--- src/rtl/perf_sampler.sv ---
// Periodic performance-counter sampler: every period_i cycles it walks NUM_CNT
// counters starting at BASE_ADDR and streams each value out over valid/ready.
module perf_sampler #(
  parameter int         XLEN      = 64,
  parameter logic [4:0] BASE_ADDR = 5'd3,
  parameter int         NUM_CNT   = 14,
  parameter int         PERIOD_W  = 32
) (
  input  logic                clk_i,
  input  logic                rst_i,
  input  logic                enable_i,
  input  logic                debug_mode_i,
  input  logic [PERIOD_W-1:0] period_i,
  input  logic                clear_on_read_i,
  output logic [4:0]          addr_o,
  output logic                we_o,
  output logic [XLEN-1:0]     wdata_o,
  input  logic [XLEN-1:0]     rdata_i,
  output logic                sample_valid_o,
  input  logic                sample_ready_i,
  output logic [XLEN-1:0]     sample_data_o,
  output logic [4:0]          sample_idx_o,
  output logic                sample_last_o,
  output logic [15:0]         sample_seq_o,
  output logic                busy_o,
  output logic [15:0]         overrun_cnt_o
);

  typedef enum logic [1:0] {IDLE, READ, SEND} state_t;

  localparam logic [4:0]          LAST_IDX = 5'(NUM_CNT - 1);
  localparam logic [PERIOD_W-1:0] ONE      = PERIOD_W'(1);

  state_t              state_q, state_d;
  logic [PERIOD_W-1:0] timer_q, timer_d;
  logic [4:0]          idx_q, idx_d;
  logic                clr_q, clr_d;
  logic [XLEN-1:0]     data_q, data_d;
  logic [4:0]          sidx_q, sidx_d;
  logic [15:0]         seq_q, seq_d;
  logic [15:0]         ovr_q, ovr_d;
  logic                tick;

  // The timer runs independently of the FSM so mid-burst enable/debug changes
  // only affect when the next tick lands, never the burst in flight.
  always_comb begin
    tick    = 1'b0;
    timer_d = timer_q;
    if (!enable_i || period_i == '0) begin
      timer_d = '0;
    end else if (!debug_mode_i) begin
      if (timer_q >= period_i - ONE) begin
        tick    = 1'b1;
        timer_d = '0;
      end else begin
        timer_d = timer_q + ONE;
      end
    end
  end

  always_comb begin
    state_d = state_q;
    idx_d   = idx_q;
    clr_d   = clr_q;
    data_d  = data_q;
    sidx_d  = sidx_q;
    seq_d   = seq_q;
    ovr_d   = ovr_q;
    case (state_q)
      IDLE: begin
        if (tick) begin
          state_d = READ;
          idx_d   = '0;
          clr_d   = clear_on_read_i;
        end
      end
      READ: begin
        data_d  = rdata_i;
        sidx_d  = addr_o;
        state_d = SEND;
      end
      SEND: begin
        if (sample_ready_i) begin
          if (idx_q == LAST_IDX) begin
            state_d = IDLE;
            seq_d   = seq_q + 16'd1;
          end else begin
            idx_d   = idx_q + 5'd1;
            state_d = READ;
          end
        end
      end
      default: state_d = IDLE;
    endcase
    if (tick && state_q != IDLE && ovr_q != 16'hFFFF)
      ovr_d = ovr_q + 16'd1;
  end

  always_ff @(posedge clk_i) begin
    if (rst_i) begin
      state_q <= IDLE;
      timer_q <= '0;
      idx_q   <= '0;
      clr_q   <= 1'b0;
      data_q  <= '0;
      sidx_q  <= BASE_ADDR;
      seq_q   <= '0;
      ovr_q   <= '0;
    end else begin
      state_q <= state_d;
      timer_q <= timer_d;
      idx_q   <= idx_d;
      clr_q   <= clr_d;
      data_q  <= data_d;
      sidx_q  <= sidx_d;
      seq_q   <= seq_d;
      ovr_q   <= ovr_d;
    end
  end

  assign addr_o         = BASE_ADDR + idx_q;
  assign we_o           = (state_q == READ) && clr_q;
  assign wdata_o        = '0;
  assign sample_valid_o = (state_q == SEND);
  assign sample_last_o  = (state_q == SEND) && (idx_q == LAST_IDX);
  assign sample_data_o  = data_q;
  assign sample_idx_o   = sidx_q;
  assign sample_seq_o   = seq_q;
  assign busy_o         = (state_q != IDLE);
  assign overrun_cnt_o  = ovr_q;

endmodule

--- config.mk ---
export PLATFORM = sky130hd
export DESIGN_NAME = perf_sampler
export DESIGN_NICKNAME = d
export VERILOG_FILES = /design/src/rtl/perf_sampler.sv
export SDC_FILE = /design/constraint.sdc
export NUM_CORES = 1
export LEC_CHECK = 0
export CAP_MARGIN = 10
export CORE_AREA = 2 2 119 150
export DETAILED_ROUTE_END_ITERATION = 8
export DIE_AREA = 0 0 121 152
export PLACE_DENSITY = 0.81
export RECOVER_POWER = 50
export SLEW_MARGIN = 20
export SYNTH_ARGS = -nofsm -noshare
export SYNTH_HDL_FRONTEND = slang
export SYNTH_SLANG_ARGS = --single-unit
--- constraint.sdc ---
create_clock -name clk_i -period 6.4 [get_ports clk_i]
set_input_delay 0.64 -clock clk_i [delete_from_list [all_inputs] [get_ports clk_i]]
set_output_delay 0.64 -clock clk_i [all_outputs]
set_load 0.02 [all_outputs]
# [Yosys cells after proc, flatten, opt, wreduce, memory -nomap -nowiden]
# Index checks and enable logic that the tools add are counted.
[word_totals] regBits=141 input_bits=102 output_inout_bits=174 elab_cells=49
[classes] addsub=6 magnitude_cmp=1 n_eq_ne=7 mux=12 n_reduce_logical=15
[op_table] op="16-bit by 1-bit adder with 16-bit output, second input constant" count=2
[op_table] op="32-bit by 1-bit adder with 32-bit output, second input constant" count=1
[op_table] op="32-bit >= comparator" count=1
[op_table] op="32-bit zero test" count=1
[op_table] op="32-bit 2-to-1 mux" count=1
[op_table] op="32-bit by 1-bit subtractor with 32-bit output, second input constant" count=1
[op_table] op="16-bit inequality test, second input constant" count=1
[op_table] op="5-bit 2-to-1 mux" count=3
[op_table] op="5-bit one-hot mux with 2 select lines" count=1
[op_table] op="2-bit one-hot mux with 3 select lines" count=1
[op_table] op="2-bit by 5-bit adder with 5-bit output, first input constant" count=1
[op_table] op="5-bit by 1-bit adder with 5-bit output, second input constant" count=1
[op_table] op="5-bit by 4-bit equality test with 1-bit output, second input constant" count=1
[op_table] op="1-bit logical AND" count=4
[op_table] op="1-bit 2-to-1 mux" count=4
[op_table] op="2-bit 2-to-1 mux" count=2
[op_table] op="2-bit inequality test, second input constant" count=2
[op_table] op="2-bit AND reduction" count=2
[op_table] op="4-bit AND reduction" count=1
[op_table] op="2-bit nonzero test" count=2
[op_table] op="3-bit AND reduction" count=1
[op_table] op="2-bit by 1-bit equality test with 1-bit output, second input constant" count=1
[op_table] op="2-bit equality test, second input constant" count=1
[op_table] op="2-bit zero test" count=1
[op_table] op="other kinds (4)" count=4

# [Logic depth before layout (Yosys ltp)]
[logic_depth] ltp_word=7 depth_mapped=19 mapped_depth_nobuf=15

# [Least setup slack after synthesis]
# OpenSTA, ideal clock, no wires.
[synth_path] path_kind="in2reg" from="input period_i[9]" to="register idx_q[4]" setup_ns=0.091 arrival_time_ns=4.708 t_required_ns=6.309 path_slack_ns=1.601 stages=18 path_buffers=3 path_cell_list="or4_4 or3_4 or3_1 buf_6 nor3_1 nand3b_1 nor3_2 xnor2_1 ha_1 and3_1 a221o_1 a221oi_1 a31oi_1 a31oi_1 clkbuf_1 buf_2 o21ai_0 a311oi_1"
[synth_between] elab_chain_cells=7 word_cells_on_any_way=9 cone_classes="1 x add/sub; 1 x order compare; 1 x eq/ne; 3 x mux; 3 x reduce/logical"
[synth_rtl] item="start, declared" line="13" text="input logic [PERIOD_W-1:0] period_i,"
[synth_rtl] item="32-bit by 1-bit subtractor with 32-bit output" line="52" text="if (timer_q >= period_i - ONE) begin"
[synth_rtl] item="32-bit >= comparator" line="52"
[synth_rtl] item="1-bit 2-to-1 mux" line="52"
[synth_rtl] item="1-bit 2-to-1 mux" line="51" text="end else if (!debug_mode_i) begin"
[synth_rtl] item="1-bit 2-to-1 mux (*)" line="49" text="if (!enable_i || period_i == '0) begin"
[synth_rtl] item="2-bit inequality test (no line) (*)"
[synth_rtl] item="4-bit AND reduction (no line) (*)"
[synth_rtl] item="end signal, assigned" line="112" text="idx_q <= idx_d;"
[synth_rtl] item="end, declared" line="36" text="logic [4:0] idx_q, idx_d;"
# Every way passes the cells marked *; elsewhere a longest branch is shown, timed or not.
# A chain may end at the register's enable or synchronous reset.

# [Worst setup path in the final report]
[layout_path] from="input period_i[9]" to="register idx_q[0]"
# The elaborated chain is that of the path after synthesis.

==> run_results.csv <==
group,metric,value,unit
floorplan,initial_core_util,44.02,%
sta,timing.hold.ws,0.4505,ns
cells_and_area,layout_common_cells,"nand2_1, clkdlybuf4s50_1, dfxtp_1, a21oi_1, nor2_1",
clock_network,numCtsBuffers,17,
global_route,grt_pass1_wl,30700,microns
drt,vias,6839,
critical_path,path_cells,"clkdlybuf4s50_1 -> or4_4 -> or3_4 -> or3_1 -> nor3_1 -> nand3b_1 -> nor3_2 -> xnor2_1 -> ha_1 -> and3_1 -> a221o_1 -> a221oi_1 -> a31oi_1 -> a31oi_2 -> buf_4 -> o21ai_1 -> a311oi_1",
drt,ant_nets,0,
yosys,yosysWarnings,0,
clock_network,clock_latency,0.42,ns
yosys,synthAdderAreaFrac,6.651,%
yosys,ys_async_sr_fraction,0,%
yosys,syn-cell-area,0.007525,sq mm
sta,relSlewSlack,-93.39,%
sta,tns,0,ns
sta,drv_slew,115,
clock_network,clock-sinks,141,
clock_network,cts_max_path_buffers,2,
cells_and_area,final_cell_area,0.01010,sq mm
floorplan,ios,276,
yosys,synth_simple_gate_area_share,24.76,%
clock_network,cts.clk_slew.worst_paths,0.06,ns
yosys,synth_compound_area_share,12.11,%
placed_design,dp_hpwl,13690,microns
clock_network,postCtsSetupRepairBufs,0,
sta,hold_viol_final,0,
floorplan,die_y,152,microns
clock_network,cts_tree,"done",
sta,min_period_over_period,84.37,%
cells_and_area,final_common_cell,"nand2_1",
critical_path,worst_ep_required_time,6.68,ns
sta,tightest_slew,2.901,ns
job,maxCapViolations,2,
critical_path,worst-path-stages,17,
critical_path,critPathArrivalTime,5.68,ns
cells_and_area,nets,1264,
global_route,grt_max_degree,73,
critical_path,worst-path-buf-inv,2,
cells_and_area,syn_to_final_growth,34.27,%
floorplan,core_area,0.01709,sq mm
placed_design,gp_congestion,0.8127,
sta,finClkSkew,0.009139,ns
drt,dr.pass1.iters,4,
power_and_ir_drop,ir_worst_vdd,0.0001468,V
clock_network,cts_resized,0,
critical_path,max_stage_delay,0.55,ns
yosys,synthXorXnorAreaFrac,8.613,%
sta,finalSetupViolCount,0,
critical_path,cp-start-kind,"input pin",
drt,totalWireLength,18730,microns
placed_design,place_area,0.009525,sq mm
hold_path,holdCritPathClass,"flip-flop to flip-flop",
drt,drc_errors,0,
yosys,syn_avg_cell_area,8.091,sq um
drt,vias_per_cell,5.032,
critical_path,ff2ff_path_depth,10,
cells_and_area,drive_above_1_share,5.022,%
power_and_ir_drop,leakage,0.003749,uW
yosys,synthesis.instances,930,
clock_network,ctsHoldBuffers,0,
clock_network,cts-root-buf,"clkbuf_16",
yosys,synth-seq-cells,141,
global_route,grt_overflow,0,
global_route,grt_pass1_vias,6410,
floorplan,die_w,121,microns
cells_and_area,fillers,1497,
yosys,ys_seq_area_share,37.51,%
sta,finalCriticalPeriod,5.400,ns
power_and_ir_drop,power_density,199.0,mW/mm^2
run_status,status,"finished with violations",
placed_design,io_buffers,211,
cells_and_area,antennaDiodeCount,0,
sta,fmax,0.1852,GHz
critical_path,crit_slowest_cell,"or4_4",
critical_path,path_max_fanout,37,
drt,routedWlPerCell,13.78,microns
yosys,synth_edf_count,0,
drt,drt_iter0_markers,392,
run_status,violations,"max-capacitance violations, max-slew violations",
yosys,synth_top_family_by_area,"simple AND/OR/NAND/NOR gates",
hold_path,holdPathStages,2,
clock_network,h-tree-depth,4,
yosys,synth.area.mux_share,0.2827,%
floorplan,fp-row-count,54,
sta,grt_setup_unrepaired,"no",
yosys,yosysUniqueCellTypes,56,
critical_path,crit_path_end_kind,"flip-flop",
power_and_ir_drop,power,2011,uW
yosys,ys.flop_type,"dfxtp_1",
critical_path,crit_type,"input pin to flip-flop",
global_route,antenna_found_initial,0,
floorplan,die_area,0.01839,sq mm
global_route,grt_usage,20.39,%
critical_path,path_delay_family,"simple AND/OR/NAND/NOR gates",
where the power goes:
| group | switching, uW | internal [uW] | leakage [uW] |
|---|---|---|---|
| Combinational | 82.8 | 71.1 | 0.00233 |
| Sequential | 0.633 | 878 | 0.00114 |
| Clock | 418 | 560 | 0.000283 |
metal layers:
metal	GRT usage, %	share of wire (%)
met1	22.81	41
met5	0	0
met4	7.752	2.4
met2	37.29	51
met3	4.204	4.8
worst paths after layout:
| check | to | slack, ns | from |
|---|---|---|---|
| hold / removal | sample_data_o[38] | 0.45 | sample_data_o[38] |
| setup / recovery | idx_q[0] | 1.00 | period_i[9] |
| setup reg to reg | overrun_cnt_o[10] | 3.26 | timer_q[0] |
| hold reg to reg | sample_data_o[38] | 0.45 | sample_data_o[38] |
Yosys cell counts (10+ instances only):
cell type,n,area [sq um]
nor2_1,83,311.6
nand4_1,12,75.07
ha_1,40,500.5
dfxtp_1,141,2823
xnor2_1,34,297.8
buf_4,64,480.5
nand2_1,169,634.4
clkbuf_1,32,120.1
o31ai_1,13,97.59
a21oi_1,90,450.4
o21ai_0,11,55.05
xor2_1,40,350.3
or4_1,16,120.1
and3_1,10,62.56
nand3_1,31,155.2
nor3_1,18,90.09
inv_1,20,75.07
worst reg2reg max path, delay by kind of cell (launching register included):
kind                       cells  cell delay (ns)
DFF                            1             0.41
buffers and inverters          2             0.35
and+or+nand+nor                2             0.60
adders and majority gates      1             0.27
AOI/OAI and AO/OA              5             1.41
cells by family after synthesis:
logic type / after synthesis
AOI/OAI and AO/OA: 151
muxes: 2
xor gates and xnor gates: 74
and+or+nand+nor: 395
adders and majority gates: 40
DFF: 141
other: 1
buffers and inverters: 126
cell type report:
class                           instances  area [sq um]  share of cell area [%]
Clock inverter                         14         146.4                   1.449
Inverter                               20         75.07                  0.7430
Timing Repair Buffer                  216          2140                   21.18
Multi-Input combinational cell        726          4200                   41.57
Sequential cell                       141          2823                   27.94
Tap cell                              224         280.3                   2.774
Clock buffer                           18         439.2                   4.347
stage by stage:
stage          instances  utilization (%)  worst slack [ns]
2_1_floorplan        993                -             1.601
4_1_cts             1359            59.15             1.118
3_5_place_dp        1327            55.72            0.7001
5_1_grt             1359            59.11            0.7213
6_report            1359            59.11             1.000
3_3_place_gp        1327            55.72            0.8602
state kept, by name (all words and copies together), names as in the netlist:
register and cells:
sample_data_o 64, timer_q 32, overrun_cnt_o 16, sample_seq_o 16
idx_q 5, sample_idx_o 5, state_q 2, clr_q 1
Power figures use the tool's default switching activity.
